==> src/rtl/uart_pkg.sv <==
// uart_pkg: shared receiver FSM encoding and framing constants
package uart_pkg;
  typedef enum logic [2:0] {IDLE, START, DATA, STOP, BREAK} uart_state_t;
  localparam int DATA_BITS = 8;
  localparam int MIN_CLKS_PER_BIT = 4;
endpackage

==> src/rtl/sync_2ff.sv <==
// sync_2ff: two-flop synchronizer with parameterizable reset value
module sync_2ff #(
  parameter logic RST_VAL = 1'b1
) (
  input  logic clk,
  input  logic rst,
  input  logic d,
  output logic q
);
  logic meta;
  always_ff @(posedge clk)
    if (rst) {q, meta} <= {2{RST_VAL}};
    else {q, meta} <= {meta, d};
endmodule

==> src/rtl/uart_rx_axis.sv <==
// uart_rx_axis: 8N1 UART receiver emitting each byte as a single-beat stream transfer
module uart_rx_axis
  import uart_pkg::*;
#(
  parameter int CLKS_PER_BIT = 16
) (
  input  logic                 aclk,
  input  logic                 areset,
  input  logic                 rx,
  output logic                 m_axis_tvalid,
  output logic [DATA_BITS-1:0] m_axis_tdata,
  output logic                 frame_error,
  output logic                 busy
);
  localparam int HALF = CLKS_PER_BIT / 2;
  localparam int CW = $clog2(CLKS_PER_BIT);
  if (CLKS_PER_BIT < MIN_CLKS_PER_BIT || CLKS_PER_BIT % 2 != 0) begin : g_bad_cfg
    $error("CLKS_PER_BIT must be even and >= %0d", MIN_CLKS_PER_BIT);
  end
  logic rx_s;
  uart_state_t state, state_n;
  logic [CW-1:0] cnt, cnt_n;
  logic [2:0] idx, idx_n;
  logic [DATA_BITS-1:0] sh, sh_n, td_n;
  logic tv_n, fe_n;
  sync_2ff #(.RST_VAL(1'b1)) u_sync (.clk(aclk), .rst(areset), .d(rx), .q(rx_s));
  always_ff @(posedge aclk)
    if (areset) begin
      state <= IDLE;
      cnt <= '0;
      idx <= '0;
      sh <= '0;
      m_axis_tdata <= '0;
      m_axis_tvalid <= 1'b0;
      frame_error <= 1'b0;
    end else begin
      state <= state_n;
      cnt <= cnt_n;
      idx <= idx_n;
      sh <= sh_n;
      m_axis_tdata <= td_n;
      m_axis_tvalid <= tv_n;
      frame_error <= fe_n;
    end
  always_comb begin
    state_n = state;
    cnt_n = cnt + 1'b1;
    idx_n = idx;
    sh_n = sh;
    td_n = m_axis_tdata;
    tv_n = 1'b0;
    fe_n = 1'b0;
    case (state)
      IDLE: begin
        cnt_n = '0;
        state_n = rx_s ? IDLE : START;
      end
      START:
        if (cnt == CW'(HALF - 1)) begin
          cnt_n = '0;
          idx_n = '0;
          state_n = rx_s ? IDLE : DATA;
        end
      DATA:
        if (cnt == CW'(CLKS_PER_BIT - 1)) begin
          cnt_n = '0;
          sh_n = {rx_s, sh[DATA_BITS-1:1]};
          idx_n = idx + 1'b1;
          state_n = (idx == 3'(DATA_BITS - 1)) ? STOP : DATA;
        end
      STOP:
        if (cnt == CW'(CLKS_PER_BIT - 1)) begin
          cnt_n = '0;
          tv_n = rx_s;
          fe_n = !rx_s;
          td_n = rx_s ? sh : m_axis_tdata;
          state_n = rx_s ? IDLE : BREAK;
        end
      BREAK: begin
        cnt_n = '0;
        state_n = rx_s ? IDLE : BREAK;
      end
      default: begin
        cnt_n = '0;
        state_n = IDLE;
      end
    endcase
  end
  assign busy = (state != IDLE);
endmodule

==> config.mk <==
export PLATFORM = sky130hd
export DESIGN_NAME = uart_rx_axis
export DESIGN_NICKNAME = d
export VERILOG_FILES = /design/src/rtl/uart_pkg.sv /design/src/rtl/sync_2ff.sv /design/src/rtl/uart_rx_axis.sv
export SDC_FILE = /design/constraint.sdc
export NUM_CORES = 1
export LEC_CHECK = 0
export CAP_MARGIN = 15
export CELL_PAD_IN_SITES_DETAIL_PLACEMENT = 1
export CELL_PAD_IN_SITES_GLOBAL_PLACEMENT = 1
export CORE_ASPECT_RATIO = 1.75
export CORE_MARGIN = 1.5
export CORE_UTILIZATION = 40
export DETAILED_ROUTE_END_ITERATION = 6
export PLACE_DENSITY_LB_ADDON = 0.12
export SKIP_CTS_REPAIR_TIMING = 1
export SLEW_MARGIN = 20
export SYNTH_ARGS = -nofsm -noshare
export SYNTH_HDL_FRONTEND = slang
export SYNTH_HIERARCHICAL = 1
export SYNTH_SLANG_ARGS = --single-unit
==> constraint.sdc <==
create_clock -name aclk -period 1.75 [get_ports aclk]
set_input_delay 0.35 -clock aclk [delete_from_list [all_inputs] [get_ports aclk]]
set_output_delay 0.35 -clock aclk [all_outputs]
set_load 0.02 [all_outputs]
# Word level (Yosys, flattened, before mapping)
# Index checks and enable logic that the tools add are counted.
# op_classes
n_eq_ne	10
n_shift	0
reduce_logical	10
multipliers	0
n_bitwise	2
n_div	0
order_cmp	0
add_sub_neg	2
muxes	14
# op_table
operator	n
3-bit two-way mux	6
3-bit one-hot mux with 5 select lines	1
3-bit AND reduction	3
4-bit two-way mux	2
4-bit one-hot mux with 2 select lines	1
3-bit by 2-bit equality test with 1-bit output, second input constant	2
3-bit equality test, second input constant	2
2-bit != test, second input constant	3
3-bit one-hot mux with 2 select lines	1
4-bit by 1-bit adder with 4-bit output, second input constant	1
4-bit by 3-bit equality test with 1-bit output, second input constant	1
4-bit equality test, second input constant	1
3-bit by 1-bit adder with 3-bit output, second input constant	1
3-bit by 1-bit equality test with 1-bit output, second input constant	1
3-bit zero test	1
3-bit nonzero test	1
3-bit OR reduction	1
1-bit two-way mux	2
2-bit two-way mux	1
1-bit inverter	2
2-bit AND reduction	1
2-bit nonzero test	1
2-bit OR reduction	1
1-bit zero test	1
# word_totals
latchBits	0
reg_bits	30
in_bits	3
mem_count	0
mem_bits_ro	0
elab_cells	47
ramBits	0

# Depth between registers and ports, before layout
# Gate-level depths: netlist of run 1.
# logic_depth
depth_word	4
ltp_mapped	6

# Modules after synthesis
# Netlist of run 1, hierarchy kept.
# by_module_without_submodules
mod	cells_per_inst	area_each_um2	n_inst
uart_rx_axis	139	1296.2	1
sync_2ff	4	52.6	1

# Worst setup path after synthesis of run 1
# Ideal clock, no wire load.
# synth_path
path_type	register -> register
start	reg cnt[0]
end	reg m_axis_tdata[0]
path_slack_ns	0.215
stages_incl_launch_ff	6
t_arrival_ns	1.463
cell_sequence	dfxtp_1 > ha_1 > buf_2 > nand3_1 > nor2_2 > mux2i_1
# synth_via
elab_chain_len	2
# synth_lines
element	line	text
from (decl)	uart_rx_axis.sv:22	logic [CW-1:0] cnt, cnt_n;
from (signal assigned)	uart_rx_axis.sv:38	cnt <= cnt_n;
4-bit equality test	uart_rx_axis.sv:72	if (cnt == CW'(CLKS_PER_BIT - 1)) begin
3-bit AND reduction (no source line)	n/a	
to (signal assigned)	uart_rx_axis.sv:41	m_axis_tdata <= td_n;
to (decl)	uart_rx_axis.sv:11	output logic [DATA_BITS-1:0] m_axis_tdata,
# No other way between the ends.
# A chain may end at the register's enable or synchronous reset.

# Worst setup path in the final report of run 1
# layout_path
start	reg state[1]
end	reg sh[6]
# layout_via
elab_chain_len	2
# layout_lines
element	line	text
from (decl)	uart_rx_axis.sv:21	uart_state_t state, state_n;
from (signal assigned)	uart_rx_axis.sv:37	state <= state_n;
3-bit by 2-bit equality test with 1-bit output	uart_rx_axis.sv:53	case (state)
2-bit AND reduction (no source line)	n/a	
to (signal assigned)	uart_rx_axis.sv:40	sh <= sh_n;
to (decl)	uart_rx_axis.sv:24	logic [DATA_BITS-1:0] sh, sh_n, td_n;
# No other way between the ends.

==> summary.txt, run 1 <==
status - completed
First-pass DRT Iterations - 3
Die Wd - 46.9 um
PD cells - 821 nW/um^2
Synth Warn # - 6
net switching power of the design - 0.272 mW
Hold Path Class - flop to flop
row cnt - 27
I/O Buffers - 13
first-pass GRT wire length - 4850 um
total power - 1.38 mW
final WL - 2860 um
final hold vios - 0
largest net degree at the start of global routing - 22
crit path cell chain - buf_4, or3b_1, o21ai_0, a21oi_1
FMAX - 632 MHz
CP Max Fanout - 9
Max VDD drop - 0.000519 V
DR WL/cell - 13.7 um
synth unique cells - 37
initial core utilization - 42.5%
CTS tree - yes
clk_skew - 0.00230 ns
GRT overflow - 0
Antenna Cells - 0
CTS H-Tree Depth - 2
top_reg_cell synth - dfxtp_1
slowest stage delay, CP - 0.49 ns
Crit. End Element - flop
hold path cells - 1
Post-synth EDFFs - 0
I/O Pins - 14
clock slew at reported path FFs - 0.06 ns
CP required - 1.91 ns
gpl congestion - 0.680
height of the chip - 79.8 um
number of buffers created by CTS - 5
final setup vio count - 0
Syn Nets - 149
core area - 3180 sq um
worst path bufs/invs - 1
routed vias - 1060
Worst setup SP type - flop
nets - 170
Slew Viols, Final - 0
#FFs+latches synth - 30
RSZ-0062 raised after global routing - no
Detail Placement HPWL - 2160 um
worst r2r src - state[1]
Hold Path Sink - u_sync/q
P_leak - 0.584 nW
clock share of power - 46.6%
slew margin rel. - 69.8%
Flop pwr share - 50.1%
Arr. time, crit path - 1.75 ns
layout cell share with drive strength beyond 1 - 16.4%
initial DRC count - 13
Post-Syn Area - 1350 sq um
fin crit period - 1.58 ns
Final ANT Viol Nets - 0
syn_area_per_cell - 9.43 sq um
sequential element share of the synthesized area - 44.5%
actual slew at the worst max-slew pin - 0.448 ns
critical path type - flop to flop
R2R Path End - sh[6]
Crit path max-delay family - simple AND/OR/NAND/NOR gates
final hold slack - 0.408 ns
CP startpoint - state[1]
switching part of the total - 19.7%
Power Internal - 1.11 mW
CP max stage cell - or3b_1
area delta synth->final - 24.6%
GRT Overall Usage - 18.1%
maximum root-to-sink buffer count - 2
initial antenna violation count - 0
full die area - 3740 sq um
reg2reg path depth - 4
vias in the first global route - 1073
synth top area cells - dfxtp_1 (45%), nand2b_1 (8.8%), mux2i_1 (7.4%), nand3_1 (3.7%), a21oi_1 (3.3%)
Clock Sink Count - 30
R2R Setup Slk - 0.17 ns
Root Buffer - clkbuf_8
Mapped Cells - 143
max cap viols - 0
drt drc - 0
Post-synth ARST share - 0%
combinational power share - 3.4%
number of vias per cell - 5.10
hold path start - u_sync/meta
Tcrit/Tclk final - 90.4%
Clock Latency Late Sink - 0.28 ns
area fraction of the dominant cell type after synthesis - 44.5%
post-synth top area cell - dfxtp_1
synth_stat cells, types with 2 or more instances:
| cell | n |
|---|---|
| nand3_1 | 10 |
| inv_1 | 2 |
| nand2b_1 | 19 |
| mux2i_1 | 10 |
| o21ai_0 | 9 |
| nand4b_1 | 3 |
| clkbuf_1 | 5 |
| nor2_1 | 5 |
| nand2_1 | 5 |
| or2_1 | 2 |
| a21oi_1 | 9 |
| ha_1 | 3 |
| nor3_1 | 4 |
| dfxtp_1 | 30 |
| buf_2 | 5 |
area by class of cell:
type                            instances  area (sq um)
Fill cell                             383          1500
Multi-Input combinational cell        100           686
Sequential cell                        30           601
Timing Repair Buffer                   25           223
Clock buffer                            8           110
Tap cell                               43          53.8
Inverter                                2          7.51
per-stage QoR:
| step | utilization (%) | cell area, sq um | instances | TNS, ns | setup slack [ns] |
|---|---|---|---|---|---|
| 2_1_floorplan | - | 1350 | 143 | 0 | 0.215 |
| 3_3_place_gp | 49.4 | 1570 | 200 | 0 | 0.155 |
| 3_5_place_dp | 49.4 | 1570 | 200 | 0 | 0.131 |
| 4_1_cts | 52.8 | 1680 | 208 | -0.178 | -0.178 |
| 5_1_grt | 52.9 | 1680 | 208 | 0 | 0.0626 |
| 6_report | 52.9 | 1680 | 208 | 0 | 0.169 |
registers in the layout (all words and copies together) (netlist names):
signal and cells:
frame_error 1, sh 8, m_axis_tvalid 1, u_sync/q 1, state 3, cnt 4
idx 3, u_sync/meta 1, m_axis_tdata 8
power by group through the flow:
stage / clock [mW] / sequential [mW] / combinational [mW]
final: 0.643 / 0.691 / 0.0466
after global routing: 0.693 / 0.691 / 0.0514
after CTS: 0.669 / 0.690 / 0.0479
after detailed placement: 0 / 0.706 / 0.0479
after global placement: 0 / 0.706 / 0.0467
after floorplan: 0 / 0.705 / 0.0284
how the worst max path moves through the flow:
stage	endpoint	slack [ns]	cells past startpoint
2_1_floorplan	m_axis_tdata[0]	0.22	5
4_1_cts	busy	-0.18	2
3_3_place_gp	busy	0.15	2
6_report	sh[6]	0.17	4
5_1_grt	state[2]	0.06	4
3_5_place_dp	cnt[3]	0.13	4
metal layers:
metal / vias to the layer above / GRT usage [%] / share of wire, %
met5: - / 0 / 0
met4: 0 / 7.50 / 2.0
met1: 498 / 18.4 / 39
li1: 541 / - / -
met2: 16 / 32.3 / 56
met3: 5 / 4.75 / 2.6
cell usage in the layout (no fill, tap or decap):
| cell | n |
|---|---|
| nor2_1 | 5 |
| buf_4 | 12 |
| o21ai_0 | 9 |
| a22o_1 | 1 |
| nand3b_1 | 1 |
| a21boi_0 | 1 |
| nand4b_1 | 3 |
| dlymetal6s2s_1 | 1 |
| dfxtp_1 | 30 |
| nor3_1 | 4 |
| a311oi_1 | 1 |
| a41oi_1 | 1 |
| clkdlybuf4s50_1 | 12 |
| or2_2 | 1 |
| o221a_2 | 1 |
| a211oi_1 | 1 |
| xnor2_1 | 1 |
| nor3b_2 | 1 |
| nand2b_1 | 19 |
| or3b_1 | 1 |
| nor2_2 | 1 |
| or3b_4 | 1 |
| and3_1 | 1 |
| nand2_1 | 5 |
| or2_1 | 2 |
| mux2i_1 | 10 |
| a21oi_1 | 9 |
| clkbuf_8 | 8 |
| nor2b_1 | 1 |
| or3_1 | 1 |
| ha_1 | 3 |
| o221ai_1 | 1 |
| mux2_4 | 1 |
| o21bai_1 | 1 |
| nor4b_1 | 1 |
| a211oi_4 | 1 |
| nand3_1 | 10 |
| inv_1 | 2 |
kinds of logic (layout without fill, tap and decap cells):
group	after synthesis	count (layout)	share of synthesized area [%]
simple gates	58	58	25.6
flops	30	30	44.5
compound gates	27	27	13.3
buf+inv	13	35	4.64
mux	11	11	8.53
fa+ha+maj	3	3	2.78
xor+xnor	1	1	0.649
Note: power is estimated with default switching activity, not from simulation.
==> run 2, diff against run 1 <==
Settings changed: CORE_UTILIZATION 40 to 42, CTS_CLUSTER_SIZE from default to 20.
Clock period 1.75 ns to 1.8 ns, I/O delays scaled along.
==> run 2 against run 1 <==
  * Die area shrank 4.5%
  * Final cell count shrank 0.96%
  * Count of clock-buffer cells in the layout is the same
  * Highest routed layer unchanged
  * Clock skew shrank 0.00086 ns
  * Global-route usage grew 0.39 points
  * Critical path depth is the same
  * Routed wire length grew 1.4%
  * Sequential power shrank 3%
  * Cell area shrank 0.89%
  * Clock power shrank 3.3%
  * Flip-flop and latch count is the same
==> summary.txt, run 2 (synthesis gave the netlist of run 1 again) <==
actual slew at the worst max-slew pin - 0.506 ns (+0.0579 ns)
height of the chip - 78.0 um (-2.3%)
Clock Sink Count - 30 (unchanged)
Antenna Cells - 0 (unchanged)
Arr. time, crit path - 1.75 ns (about the same)
slew margin rel. - 66.1% (-3.7 points)
FMAX - 631 MHz (-0.29%)
Hold Path Class - flop to flop
Largest regs - m_axis_tdata: 8 flops, sh: 8 flops, cnt: 4 flops
critical path type - flop to flop
clock slew at reported path FFs - 0.06 ns (about the same)
Die Wd - 45.8 um (-2.3%)
worst r2r src - cnt[0]
RSZ-0062 raised after global routing - no
Clock Latency Late Sink - 0.27 ns (about the same)
gpl congestion - 0.698 (+2.6%)
final setup vio count - 0 (unchanged)
Final Cell Area - 1670 sq um (-0.89%)
Detail Placement HPWL - 2210 um (+2.4%)
post-layout util - 53.6% (+0.67 points)
hold path cells - 1 (unchanged)
final WL - 2900 um (+1.4%)
R2R Path End - idx[0]
First-pass DRT Iterations - 4 (+1)
initial DRC count - 12 (-1)
core area - 3110 sq um (-2.1%)
Worst setup SP type - flop
Root Buffer - clkbuf_8
full die area - 3570 sq um (-4.5%)
P_leak - 0.573 nW (-1.9%)
I/O Pins - 14 (unchanged)
CTS H-Tree Depth - 2 (unchanged)
DR WL/cell - 14.1 um (+2.4%)
reg2reg path depth - 4 (unchanged)
initial antenna violation count - 0 (unchanged)
CP Max Fanout - 7 (-2)
hold path start - u_sync/meta
Max VDD drop - 0.000515 V (-0.72%)
CTS tree - yes
Hold Path Sink - u_sync/q
I/O Buffers - 13 (unchanged)
final hold vios - 0 (unchanged)
Tcrit/Tclk final - 88.1% (-2.3 points)
total power - 1.34 mW (-3.0%)
PD cells - 804 nW/um^2 (-2.1%)
vias in the first global route - 1130 (+5.3%)
area delta synth->final - 23.5%
GRT overflow - 0 (unchanged)
GRT Overall Usage - 18.4% (+0.39 points)
R2R Setup Slk - 0.21 ns (+0.05 ns)
largest net degree at the start of global routing - 26 (+18%)
routed vias - 1096 (+3.4%)
row cnt - 27 (unchanged)
status - completed
nets - 168 (-1.2%)
post-route setup TNS - 0 ns (unchanged)
max cap viols - 0 (unchanged)
final hold slack - 0.423 ns (+0.0156 ns)
CP required - 1.97 ns (+0.06 ns)
maximum root-to-sink buffer count - 2 (unchanged)
fin crit period - 1.59 ns (+0.00456 ns)
number of vias per cell - 5.32 (+4.4%)
leading cell types in the layout, fill and taps excluded - dfxtp_1 (30), nand2b_1 (19), clkdlybuf4s50_1 (12)
initial core utilization - 43.4% (+0.92 points)
placed cell areas - 1550 sq um (-0.96%)
Slew Viols, Final - 0 (unchanged)
drt drc - 0 (unchanged)
CP max stage cell - dfxtp_1
Final ANT Viol Nets - 0 (unchanged)
number of buffers created by CTS - 5 (unchanged)
commonest non-fill, non-tap cell in the layout - dfxtp_1
layout cell share with drive strength beyond 1 - 15.3% (-1.0 points)
clk_skew - 0.00143 ns (-0.000861 ns)
first-pass GRT wire length - 4900 um (+1.0%)
crit path cell chain - ha_1, nand2_1, a211oi_4, mux2_4
Crit. End Element - flop
slowest stage delay, CP - 0.38 ns (-0.11 ns)
## run 2: cell types whose count changed in the layout (fill, tap and decap cells not counted), sizes merged
cell / change
buf: -2
## run 2: how the worst max path moves through the flow
stage | from | to | slack [ns]
floorplan | cnt[0] | m_axis_tdata[0] | 0.27
global placement | areset | cnt[3] | 0.14
detailed placement | areset | cnt[3] | 0.20
CTS | state[1] | busy | -0.08
global route | cnt[0] | state[2] | 0.06
finish | cnt[0] | idx[0] | 0.21
## run 2: final cells by class
| type | instances | area, sq um |
|---|---|---|
| fill | 367 | 1440 |
| tap | 43 | 53.8 |
| sequential | 30 | 601 |
| clock buffer | 8 | 110 |
| inverter | 2 | 7.51 |
| multi-input combinational | 100 | 686 |
| timing repair buffer | 23 | 208 |
## run 2: stage by stage
step | std cells | setup slack [ns]
detailed placement | 198 | 0.202
global route | 206 | 0.0626
CTS | 206 | -0.0805
global placement | 198 | 0.136
floorplan | 143 | 0.265
finish | 206 | 0.214
## run 2: metal layers
metal  vias to the layer above  GRT usage (%)  part of all wire (%)
li1                        535              -                     -
met1                       532           18.4                    39
met2                        19           33.2                    56
met3                        10           3.72                   1.9
met4                         0           9.43                   3.1
met5                         -              0                     0
## run 2: where the power goes
group / total (mW) / switching, mW / internal [mW]
combinational: 0.0453 / 0.0215 / 0.0238
sequential: 0.672 / 0.00359 / 0.668
clock: 0.622 / 0.236 / 0.385
total: 1.34 / 0.261 / 1.08
## run 2: worst max-delay path: cells and delay by family, from the launching register on
family	cells	cell delay, ns
flops	1	0.38
mux	1	0.33
fa+ha+maj	1	0.31
compound gates	1	0.29
simple gates	1	0.17
